$ cat config.mk
export PLATFORM = sky130hd
export DESIGN_NAME = gold_nic
export DESIGN_NICKNAME = d
export VERILOG_FILES = /design/src/rtl/gold_noc_pkg.sv /design/src/rtl/gold_nic_fifo.sv /design/src/rtl/gold_nic.sv
export SDC_FILE = /design/constraint.sdc
export NUM_CORES = 1
export LEC_CHECK = 0
export BUFFER_PORTS_ARGS = -buffer_cell sky130_fd_sc_hd__buf_4
export CAP_MARGIN = 25
export CORE_ASPECT_RATIO = 1.25
export CORE_UTILIZATION = 35
export DETAILED_ROUTE_END_ITERATION = 10
export PLACE_DENSITY = 0.64
export SLEW_MARGIN = 10
export SYNTH_ARGS = -nofsm -noshare
export SYNTH_HDL_FRONTEND = slang
export SYNTH_SLANG_ARGS = --single-unit
$ cat constraint.sdc
create_clock -name clk -period 3.44 [get_ports clk]
set_input_delay 0.344 -clock clk [delete_from_list [all_inputs] [get_ports clk]]
set_output_delay 0.344 -clock clk [all_outputs]
set_load 0.1 [all_outputs]
$ cat src/rtl/gold_noc_pkg.sv
// gold_noc_pkg: shared NoC packet field positions, NIC register map and status-word helper
package gold_noc_pkg;
  localparam int DATA_W     = 64;
  localparam int VC_BIT     = 63;
  localparam int DIR_BIT    = 62;
  localparam int HOP_HI     = 55;
  localparam int HOP_LO     = 48;
  localparam int PAYLOAD_HI = 31;
  localparam int PAYLOAD_LO = 0;

  typedef enum logic [1:0] {
    REG_RX_BUF  = 2'd0,
    REG_RX_STAT = 2'd1,
    REG_TX_BUF  = 2'd2,
    REG_TX_STAT = 2'd3
  } reg_addr_e;

  function automatic logic [63:0] status_word(input logic [15:0] pkt_cnt, input logic full,
                                              input logic empty, input logic [1:0] count);
    return {16'b0, pkt_cnt, 28'b0, full, empty, count};
  endfunction
endpackage

$ cat src/rtl/gold_nic_fifo.sv
// gold_nic_fifo: synchronous FIFO with wrap-bit pointers and simultaneous push/pop
module gold_nic_fifo #(
  parameter int W     = 64,
  parameter int DEPTH = 2,
  localparam int AW   = $clog2(DEPTH),
  localparam int CW   = AW + 1
) (
  input  logic          clk,
  input  logic          reset,
  input  logic          i_push,
  input  logic [W-1:0]  i_data,
  input  logic          i_pop,
  output logic [W-1:0]  o_head,
  output logic          o_full,
  output logic          o_empty,
  output logic [CW-1:0] o_count
);
  logic [W-1:0] r_mem [DEPTH];
  logic [AW:0]  r_wp, r_rp;
  logic         w_push, w_pop;

  assign o_empty = r_wp == r_rp;
  assign o_full  = (r_wp[AW] != r_rp[AW]) && (r_wp[AW-1:0] == r_rp[AW-1:0]);
  assign o_count = r_wp - r_rp;
  assign o_head  = r_mem[r_rp[AW-1:0]];
  assign w_push  = i_push && !o_full;
  assign w_pop   = i_pop && !o_empty;

  // pointers advance on accepted push/pop; fullness is judged on the pre-edge state
  always_ff @(posedge clk or posedge reset) begin
    if (reset) begin
      r_wp <= '0;
      r_rp <= '0;
    end else begin
      if (w_push) r_wp <= r_wp + 1'b1;
      if (w_pop) r_rp <= r_rp + 1'b1;
    end
  end

  // storage needs no reset; pointers alone define validity
  always_ff @(posedge clk) begin
    if (w_push) r_mem[r_wp[AW-1:0]] <= i_data;
  end
endmodule

$ cat src/rtl/gold_nic.sv
// gold_nic: processor-to-router network interface with RX/TX packet FIFOs and VC-polarity gated send
module gold_nic #(
  parameter int DATA_W = 64,
  parameter int DEPTH  = 2
) (
  input  logic              clk,
  input  logic              reset,
  input  logic [1:0]        addr,
  input  logic [DATA_W-1:0] d_in,
  output logic [DATA_W-1:0] d_out,
  input  logic              nic_en,
  input  logic              nic_wr_en,
  input  logic              net_si,
  output logic              net_ri,
  input  logic [DATA_W-1:0] net_di,
  output logic              net_so,
  input  logic              net_ro,
  output logic [DATA_W-1:0] net_do,
  input  logic              net_polarity
);
  import gold_noc_pkg::*;

  localparam int CW = $clog2(DEPTH) + 1;

  logic [DATA_W-1:0] w_rx_head, w_tx_head, w_rd_data, w_rx_stat, w_tx_stat;
  logic              w_rx_full, w_rx_empty, w_tx_full, w_tx_empty;
  logic [CW-1:0]     w_rx_count, w_tx_count;
  logic              w_rd, w_rx_push, w_rx_pop, w_tx_push;
  logic [15:0]       r_rx_pkt_cnt, r_tx_pkt_cnt;
  logic [DATA_W-1:0] r_d_out;

  assign w_rd      = nic_en && !nic_wr_en;
  assign w_rx_pop  = w_rd && addr == REG_RX_BUF;
  assign w_tx_push = nic_en && nic_wr_en && addr == REG_TX_BUF;
  assign net_ri    = !w_rx_full;
  assign w_rx_push = net_si && net_ri;
  assign net_so    = !w_tx_empty && net_ro && (w_tx_head[VC_BIT] == net_polarity);
  assign net_do    = w_tx_head;
  assign d_out     = r_d_out;
  assign w_rx_stat = DATA_W'(status_word(r_rx_pkt_cnt, w_rx_full, w_rx_empty, 2'(w_rx_count)));
  assign w_tx_stat = DATA_W'(status_word(r_tx_pkt_cnt, w_tx_full, w_tx_empty, 2'(w_tx_count)));

  gold_nic_fifo #(.W(DATA_W), .DEPTH(DEPTH)) u_rx (
    .clk(clk), .reset(reset), .i_push(w_rx_push), .i_data(net_di), .i_pop(w_rx_pop),
    .o_head(w_rx_head), .o_full(w_rx_full), .o_empty(w_rx_empty), .o_count(w_rx_count)
  );

  gold_nic_fifo #(.W(DATA_W), .DEPTH(DEPTH)) u_tx (
    .clk(clk), .reset(reset), .i_push(w_tx_push), .i_data(d_in), .i_pop(net_so),
    .o_head(w_tx_head), .o_full(w_tx_full), .o_empty(w_tx_empty), .o_count(w_tx_count)
  );

  // register-map read mux; empty RX buffer and TX buffer reads return zero
  always_comb begin
    w_rd_data = addr == REG_RX_BUF  ? (w_rx_empty ? '0 : w_rx_head) :
                addr == REG_RX_STAT ? w_rx_stat :
                addr == REG_TX_STAT ? w_tx_stat : '0;
  end

  // read data register and per-direction accepted-transfer counters (wrap naturally)
  always_ff @(posedge clk or posedge reset) begin
    if (reset) begin
      r_d_out      <= '0;
      r_rx_pkt_cnt <= '0;
      r_tx_pkt_cnt <= '0;
    end else begin
      if (w_rd) r_d_out <= w_rd_data;
      if (w_rx_push) r_rx_pkt_cnt <= r_rx_pkt_cnt + 16'd1;
      if (net_so) r_tx_pkt_cnt <= r_tx_pkt_cnt + 16'd1;
    end
  end
endmodule

# After elaboration in Yosys (flattened, before gate mapping)
# Memories as Yosys holds them, arrays and structs flattened.
# Cells that the tools add are included.
[word_totals]
ff_bits = 104
ram_bits = 256
inputBits = 137
out_inout_bits = 130
wordCells = 54
mem_count = 2
[memory_table]
columns = ["name", "words", "word_bits", "rd", "rd_ports_with_merged_regs", "write_ports", "line_no", "rtl"]
rows = [
  ["u_rx.r_mem", 2, 64, 1, 0, 1, "gold_nic_fifo.sv:18", "logic [W-1:0] r_mem [DEPTH];"],
  ["u_tx.r_mem", 2, 64, 1, 0, 1, "gold_nic_fifo.sv:18", ""],
]
[op_classes]
add_sub_neg = 8
n_eq_ne = 10
muxes = 8
reduce_logical = 19
[op_table]
columns = ["operator", "n"]
rows = [
  ["2-to-1 mux 64 bit", 2],
  ["2-to-1 mux 48 bit", 2],
  ["adder 16 x 1 -> 16 bit, second input constant", 2],
  ["logical AND 1 bit", 13],
  ["adder 2 x 1 -> 2 bit, second input constant", 4],
  ["zero test 1 bit", 5],
  ["== test 2 bit", 2],
  ["== test 2 bit, second input constant", 2],
  ["2-to-1 mux 1 bit", 4],
  ["subtractor 2 bit", 2],
  ["== test 1 bit", 3],
  ["== test 2 x 1 -> 1 bit, second input constant", 1],
  ["zero test 2 bit", 1],
  ["inequality test 1 bit", 2],
]

# Depth between registers and ports, before layout
# Gate-level depths: netlist of run 1.
[logic_depth]
ltp_word = 7
ltp_mapped = 8

# By module
# Synthesis of run 1 repeated with hierarchy kept, for this count alone.
[unflattened]
cells_unflattened = 800
area_unflattened_um2 = 13849.5
[by_module_without_submodules]
columns = ["mod", "instances", "cells_each", "area_per_inst_um2", "seq_area_each_um2"]
rows = [
  ["gold_nic_fifo", 2, 226, 4880.9, 3943.8],
  ["gold_nic", 1, 348, 4087.7, 2402.3],
]

# Worst setup path after synthesis of run 1
# Ideal clock, no wire load.
[synth_timing]
kind = "register to register"
from = "register u_rx.r_wp[0]"
to = "memory u_rx.r_mem[1][0] (enable)"
arrival_time_ps = 2741
required_time_ps = 3010
slack_ps = 269
stages_incl_launch_ff = 6
synth_period_minus_slack_ps = 3171
path_cell_list = "dfrtp_1 -> inv_1 -> ha_1 -> clkbuf_1 -> a21boi_2 -> and2_1"
[synth_between]
elab_chain_cells = 7
[synth_lines]
columns = ["item", "line_no", "rtl"]
rows = [
  ["from (decl)", "gold_nic_fifo.sv:19", "logic [AW:0] r_wp, r_rp;"],
  ["from (signal assigned)", "gold_nic_fifo.sv:35", "if (w_push) r_wp <= r_wp + 1'b1;"],
  ["== test 1 bit", "gold_nic_fifo.sv:23", "assign o_full = (r_wp[AW] != r_rp[AW]) && (r_wp[AW-1:0] == r_rp[AW-1:0]);"],
  ["logical AND 1 bit", "gold_nic_fifo.sv:23", ""],
  ["zero test 1 bit", "gold_nic_fifo.sv:26, gold_nic.sv:35", ""],
  ["logical AND 1 bit", "gold_nic.sv:36", "assign w_rx_push = net_si && net_ri;"],
  ["logical AND 1 bit", "gold_nic_fifo.sv:26", "assign w_push = i_push && !o_full;"],
  ["2-to-1 mux 1 bit", "gold_nic_fifo.sv:42", "if (w_push) r_mem[r_wp[AW-1:0]] <= i_data;"],
  ["2-to-1 mux 1 bit (not written as such)", "gold_nic_fifo.sv:42", ""],
  ["to (decl)", "gold_nic_fifo.sv:18", ""],
]
# Several ways; a longest one is shown, not always the timed one.

# Final worst setup path of run 1
[layout_timing]
from = "register u_tx.r_rp[0]"
to = "output net_do[56]"
[layout_between]
elab_chain_cells = 1
[layout_lines]
columns = ["item", "line_no", "rtl"]
rows = [
  ["from (decl)", "gold_nic_fifo.sv:19", ""],
  ["from (signal assigned)", "gold_nic_fifo.sv:36", "if (w_pop) r_rp <= r_rp + 1'b1;"],
  ["memory read (2 x 64 bit)", "n/a", ""],
  ["to (decl)", "gold_nic.sv:18", "output logic [DATA_W-1:0] net_do,"],
]
# No other way between the ends.

==> flow_summary.json, run 1 <==
{
  "synth_top_area_share_pct": 55.4,
  "cts_buffers": 38,
  "dp_hpwl_mm": 19.7,
  "cts_setup_buffers": 0,
  "cpMostUsedCell": "buf_4",
  "setup.worst_path.start": "u_tx.r_rp[0]",
  "whs_path_depth": 4,
  "holdCritPathClass": "in -> reg",
  "vias": 8396,
  "postRouteWirelength_mm": 30.9,
  "period_minus_slack_ns": 2.72,
  "start_util_pct": 35.5,
  "ys_seq_area_share_pct": 74.2,
  "die_height_um": 225,
  "hp-start": "net_ro",
  "placed_cells": 1569,
  "rows": 81,
  "synthTopCellsByArea": "edfxtp_1 55%, dfrtp_1 19%, mux2_2 6.4%, mux2i_1 4.7%, o31ai_1 2.4%",
  "final.setup.tns_ns": 0,
  "synth_common_cells": "256 x edfxtp_1, 104 x dfrtp_1, 79 x mux2_2",
  "antenna_found_initial": 1,
  "grt_pass1_vias": 9018,
  "p_leak_nw": 7.61,
  "drt_first_pass_iters": 4,
  "worstMarginPinSlew_ns": 0.873,
  "max-clock-path-buffers": 3,
  "cts_root_buf": "clkbuf_16",
  "ant_nets": 0,
  "finalPower_w": 0.0168,
  "synth_cells": 834,
  "yosysMostFrequentCell": "edfxtp_1",
  "drt-vias-per-instance": 4.75,
  "synth_edf_count": 256,
  "cts_tree": "yes",
  "ys.flop_type": "edfxtp_1",
  "slew_headroom_pct": 41.8,
  "ys_warn_count": 0,
  "syn_avg_cell_area_um2": 16.6,
  "drive_above_1_share_pct": 33.6,
  "outcome": "complete, no violations",
  "cp-end-kind": "primary output",
  "hold_viol": 0,
  "wl_per_cell_um": 17.5,
  "power_density_nw_per_um2": 885,
  "path_class": "reg -> out",
  "cts.reportedPaths.clkPinSlew_ns": 0.06,
  "syn_nets": 975,
  "design_area_um2": 19000,
  "r2r_start": "u_rx.r_rp[0]",
  "yosysUniqueCellTypes": 41,
  "pin_count": 267,
  "rrSetupSlack_ns": 0.77,
  "max-vdd-ir-drop_mv": 0.636,
  "htree_levels": 2,
  "timing.hold.ws_ns": 0.272,
  "grt_overflow": 0,
  "track_usage_pct": 15.2,
  "skew_ns": 0.0240,
  "r2r_end": "u_rx.r_mem[0][2]",
  "cts_sinks": 360,
  "grt_pass1_wl_mm": 48.3,
  "synth_area_um2": 13900,
  "reg2reg_depth": 4,
  "multi_input_area_um2": 3340,
  "slew_violations": 0,
  "min_to": "r_tx_pkt_cnt[2]",
  "clock_latency_ns": 0.54,
  "drc_errors": 0,
  "grt_max_degree": 73,
  "critPathArrivalTime_ns": 2.38,
  "dpl-instance-area_um2": 16500,
  "fmax_ghz": 0.367,
  "worstPathMaxFanout": 63,
  "regArea_um2": 10300,
  "layoutNonFillerInstCount": 1767,
  "fill_cells": 3341,
  "coreArea_um2": 39100,
  "synthArstFlopShare_pct": 28.9,
  "final_nets": 1382,
  "die_x_um": 180,
  "slowest_stage": "buf_4",
  "io_buffers": 266,
  "critPathTopFamily": "buffers and inverters",
  "setup_viol": 0,
  "start_kind": "flip-flop",
  "maxCapViolations": 0,
  "max_stage_delay_ns": 0.69,
  "rsz0062_at_grt": "no",
  "worstPathRequired_ns": 3.10,
  "globalplace.congestion": 0.756,
  "dieArea_um2": 40400,
  "yosysTopAreaCell": "edfxtp_1",
  "synth_seq_cells": 360,
  "timing.final.crit_share_pct": 79.1,
  "dr.first_iter.drc_count": 391,
  "syn_to_final_growth_pct": 37.1,
  "crit_buf_inv": 2,
  "worstPathCellList": "buf_4, mux2_2, buf_4"
}
-- cell usage in the layout (no fill, tap or decap), drive strengths merged, types with 4 or more instances in the layout --
cell	n
mux2	80
o31ai	45
a21oi	6
nor2	8
clkbuf	51
clkinv	9
inv	9
edfxtp	256
xor2	14
nand2	75
buf	281
nor3	6
xnor2	31
dlygate4sd3	129
mux2i	65
dfrtp	104
bufinv	4
ha	4
o21ai	22
and3	4
nand4	14
a2bb2oi	17
nand3	13
and2	6
-- registers in the layout, indices dropped and copies added, names as in the netlist --
signal        count
u_rx.r_mem      128
u_tx.r_mem      128
d_out            64
r_rx_pkt_cnt     16
r_tx_pkt_cnt     16
u_rx.r_rp         2
u_rx.r_wp         2
u_tx.r_rp         2
u_tx.r_wp         2
-- worst register-to-register path: cells and delay by family, from the launching register on --
family,cells,cell delay [ns]
AND/OR/NAND/NOR,1,0.62
AO/OA/AOI/OAI,1,0.38
flip-flops,1,0.54
buffers and inverters,1,0.39
adder cells (fa/ha/maj),1,0.43
-- cell families (layout without fill, tap and decap cells) --
logic type	count (synthesis)	in the layout	synth area share, %
muxes	145	145	11.2
DFF	360	360	74.2
other	0	1	0
buffers and inverters	50	484	1.87
adders and majority gates	4	4	0.361
and+or+nand+nor	132	132	4.36
xor gates and xnor gates	45	45	2.95
AOI/OAI and AO/OA	98	98	5.05
-- layout make-up --
class                   instances  share of cell area [%]
multi-input cells             424                    17.5
flip-flops and latches        360                    54.2
diodes                          1                  0.0132
inverters                       7                   0.151
well taps                     498                    3.28
clock inverters                16                    1.17
repair buffers                410                    18.4
clock buffers                  51                    5.31
-- power breakdown --
group          switching [W]  internal (W)  total [W]
combinational        0.00495       0.00184    0.00679
sequential          0.000387       0.00559    0.00598
clock                0.00167       0.00239    0.00405
-- routing by layer --
metal | vias to the layer above | global-route usage [%] | wire length, µm
li1 | 3956 | - | -
met5 | - | 0 | 0
met3 | 41 | 4.94 | 2580
met2 | 308 | 26.6 | 15200
met4 | 0 | 4.44 | 557
met1 | 4091 | 17.8 | 12500
-- how the worst max path moves through the flow --
stage                  endpoint  slack, ns  depth (start not counted)
6_report             net_do[56]       0.72                          3
5_1_grt              net_do[56]       0.60                          3
4_1_cts              net_do[60]       0.64                          3
3_5_place_dp   u_rx.r_mem[0][2]       0.73                          4
3_3_place_gp   u_rx.r_mem[0][2]       0.79                          4
2_1_floorplan  u_rx.r_mem[1][0]       0.27                          5
-- stage by stage --
stage	util (%)	worst slack, ns
detailed placement	42.1	0.727
finish	48.6	0.718
CTS	48.5	0.645
floorplan	-	0.269
global placement	42.0	0.788
global route	48.6	0.599
-- what timing repair did --
action | 4_1_cts | 5_1_grt
hold endpoints to repair | 296 | 0
hold buffers | 129 | 0
resized for setup | 0 | 0
Note: power is estimated with default switching activity, not from simulation.
==> run 2: changes to the inputs <==
Settings changed: ABC_AREA from default to 1, PLACE_DENSITY 0.64 to 0.66.
Clock period 3.44 ns to 2.22 ns, I/O delays scaled along.
==> flow_summary.json, run 2 <==
{
  "yosysUniqueCellTypes": 29,
  "min_to": "r_rx_pkt_cnt[13]",
  "holdCritPathClass": "in -> reg",
  "rows": 82,
  "synth_cells": 1211,
  "synth_edf_count": 256,
  "period_minus_slack_ns": 2.09,
  "cts_tree": "yes",
  "grt_max_degree": 105,
  "coreArea_um2": 40200,
  "path_class": "reg -> out",
  "drt-vias-per-instance": 4.52,
  "worstPathRequired_ns": 2.00,
  "synth_common_cells": "476 x nand2_1, 256 x edfxtp_1, 104 x dfrtp_1",
  "layout_common_cells": "470 x nand2_1, 274 x buf_4, 256 x edfxtp_1, 129 x dlygate4sd3_1, 102 x dfrtp_1",
  "setup_slack_ns": 0.129,
  "yosysTopAreaCell": "edfxtp_1",
  "fill_cells": 3584,
  "grt_pass1_wl_mm": 54.2,
  "finalPower_w": 0.0270,
  "grt_overflow": 0,
  "yosysMostFrequentCell": "nand2_1",
  "die_height_um": 228,
  "cts_sinks": 360,
  "hp-start": "net_si",
  "die_x_um": 183,
  "power_frac_comb_pct": 42.7,
  "critPathArrivalTime_ns": 1.87,
  "cts_root_buf": "clkbuf_16",
  "syn_nets": 1352,
  "synth_seq_cells": 360,
  "net-switching-power_w": 0.0119,
  "synthTopCellsByArea": "edfxtp_1 54%, dfrtp_1 18%, nand2_1 13%, mux2i_1 3.1%, o21ai_2 1.8%",
  "rsz0062_at_grt": "no",
  "cp-end-kind": "primary output",
  "p_leak_nw": 8.30,
  "syn_to_final_growth_pct": 38.1,
  "globalplace.congestion": 0.854,
  "final_common_cell": "nand2_1",
  "slew_headroom_pct": 51.2,
  "worstMarginPinSlew_ns": 0.732,
  "max-clock-path-buffers": 3,
  "maxCapViolations": 0,
  "drc_errors": 0,
  "start_kind": "flip-flop",
  "outcome": "complete, no violations",
  "fin_util_pct": 49.1,
  "reg2reg_depth": 5,
  "whs_path_depth": 4,
  "io_buffers": 266,
  "cts_buffers": 35,
  "max-vdd-ir-drop_mv": 0.895,
  "postRouteWirelength_mm": 34.8,
  "internal_power_w": 0.0151,
  "cts.reportedPaths.clkPinSlew_ns": 0.06,
  "power_density_nw_per_um2": 1370,
  "fmax_ghz": 0.478,
  "start_util_pct": 35.5,
  "ys_warn_count": 0,
  "track_usage_pct": 16.8,
  "syn_avg_cell_area_um2": 11.8,
  "setup_viol": 0,
  "timing.final.crit_share_pct": 94.2,
  "dr.first_iter.drc_count": 444,
  "skew_ns": 0.0210,
  "slew_violations": 0,
  "antenna_found_initial": 1,
  "hold_viol": 0,
  "switching_share_pct": 44.2,
  "synth_area_um2": 14300,
  "ant_nets": 0,
  "drive_above_1_share_pct": 24.2,
  "vias": 9919,
  "seq_power_share_pct": 33.8,
  "dp_slack_ns": 0.364,
  "r2r_start": "u_rx.r_rp[0]",
  "worstPathMaxFanout": 31,
  "dieArea_um2": 41700,
  "rrSetupSlack_ns": 0.36,
  "r2r_end": "u_rx.r_mem[0][6]",
  "dp_hpwl_mm": 22.9,
  "final.setup.tns_ns": 0,
  "htree_levels": 2,
  "clock_latency_ns": 0.53,
  "grt_pass1_vias": 10200,
  "drt_first_pass_iters": 6,
  "ys.flop_type": "edfxtp_1",
  "p_clk_share_pct": 23.5,
  "synth_top_area_share_pct": 53.8,
  "multi_input_area_um2": 3700,
  "ys_seq_area_share_pct": 72.0,
  "synthArstFlopShare_pct": 28.9,
  "regArea_um2": 10300,
  "pin_count": 267,
  "wl_per_cell_um": 15.9,
  "final_nets": 1761
}
==> run 2: changes by cell type after synthesis, moves of 21 or more <==
cell / change
a21oi_1: +27
inv_1: +35
mux2_2: -79
mux2i_1: -21
nand2_1: +401
nor2_1: +61
o21ai_0: +35
o21ai_2: +30
o31ai_1: -45
xnor2_1: -24
==> run 2: how the worst max path moves through the flow <==
stage | start | end | slack, ns | depth (start not counted)
floorplan | u_rx.r_wp[0] | u_rx.r_mem[0][0] | -0.30 | 6
global placement | u_rx.r_rp[0] | u_rx.r_mem[0][50] | 0.39 | 5
detailed placement | u_rx.r_wp[0] | d_out[30] | 0.36 | 8
CTS | u_tx.r_rp[0] | net_so | 0.04 | 6
global route | u_tx.r_rp[0] | net_so | 0.03 | 6
finish | u_tx.r_rp[0] | net_do[55] | 0.13 | 5
==> run 2: final cells by class <==
cell class,instances,share of cell area [%]
flip-flops and latches,360,52.2
multi-input cells,759,18.8
repair buffers,417,18.4
clock buffers,44,4.82
well taps,546,3.46
clock inverters,20,1.46
inverters,47,0.938
diodes,1,0.0127
==> run 2: cells by family after synthesis <==
family	share of synthesized area, %
simple gates	15.8
buf+inv	2.84
compound gates	4.60
xor+xnor	1.29
fa+ha+maj	0.350
mux	3.08
flops	72.0
==> run 2: per-stage QoR <==
step | area [µm²] | cells | hold WS (ns)
6_report | 19700 | 2194 | 0.109
5_1_grt | 19700 | 2194 | 0.116
4_1_cts | 19700 | 2191 | 0.0791
3_5_place_dp | 17100 | 1998 | 0.409
3_3_place_gp | 17100 | 1998 | 0.407
2_1_floorplan | 14400 | 1211 | 0.321
==> run 2: power by group through the flow <==
stage / sequential, W / clock (W) / combinational (W)
floorplan: 0.0110 / 0 / 0.00674
finish: 0.00913 / 0.00634 / 0.0115
detailed placement: 0.00924 / 0 / 0.0113
global placement: 0.00920 / 0 / 0.0112
global route: 0.00924 / 0.00674 / 0.0121
CTS: 0.00913 / 0.00650 / 0.0115
==> run 2: critical path: stages, from the launching register on <==
cell       delay [ns]
dfrtp_2          0.48
inv_2            0.16
clkbuf_16        0.25
nand2_1          0.07
nand2_1          0.08
buf_4            0.31
==> run 2: repair_timing <==
action / 4_1_cts / 5_1_grt
hold buffers: 129 / 0
endpoints found under the setup margin: 1 / 8
pin swaps: 0 / 0
setup buffers: 0 / 1
endpoints found under the hold margin: 360 / 0
cloned: 0 / 1
resized for setup: 4 / 5
==> run 2: per-layer routing <==
layer	up-vias	GRT usage (%)	share of wire, %
met5	-	0	0
met4	0	8.25	4.8
met3	87	2.81	4.1
met2	248	29.8	51
met1	4712	19.3	40
li1	4872	-	-
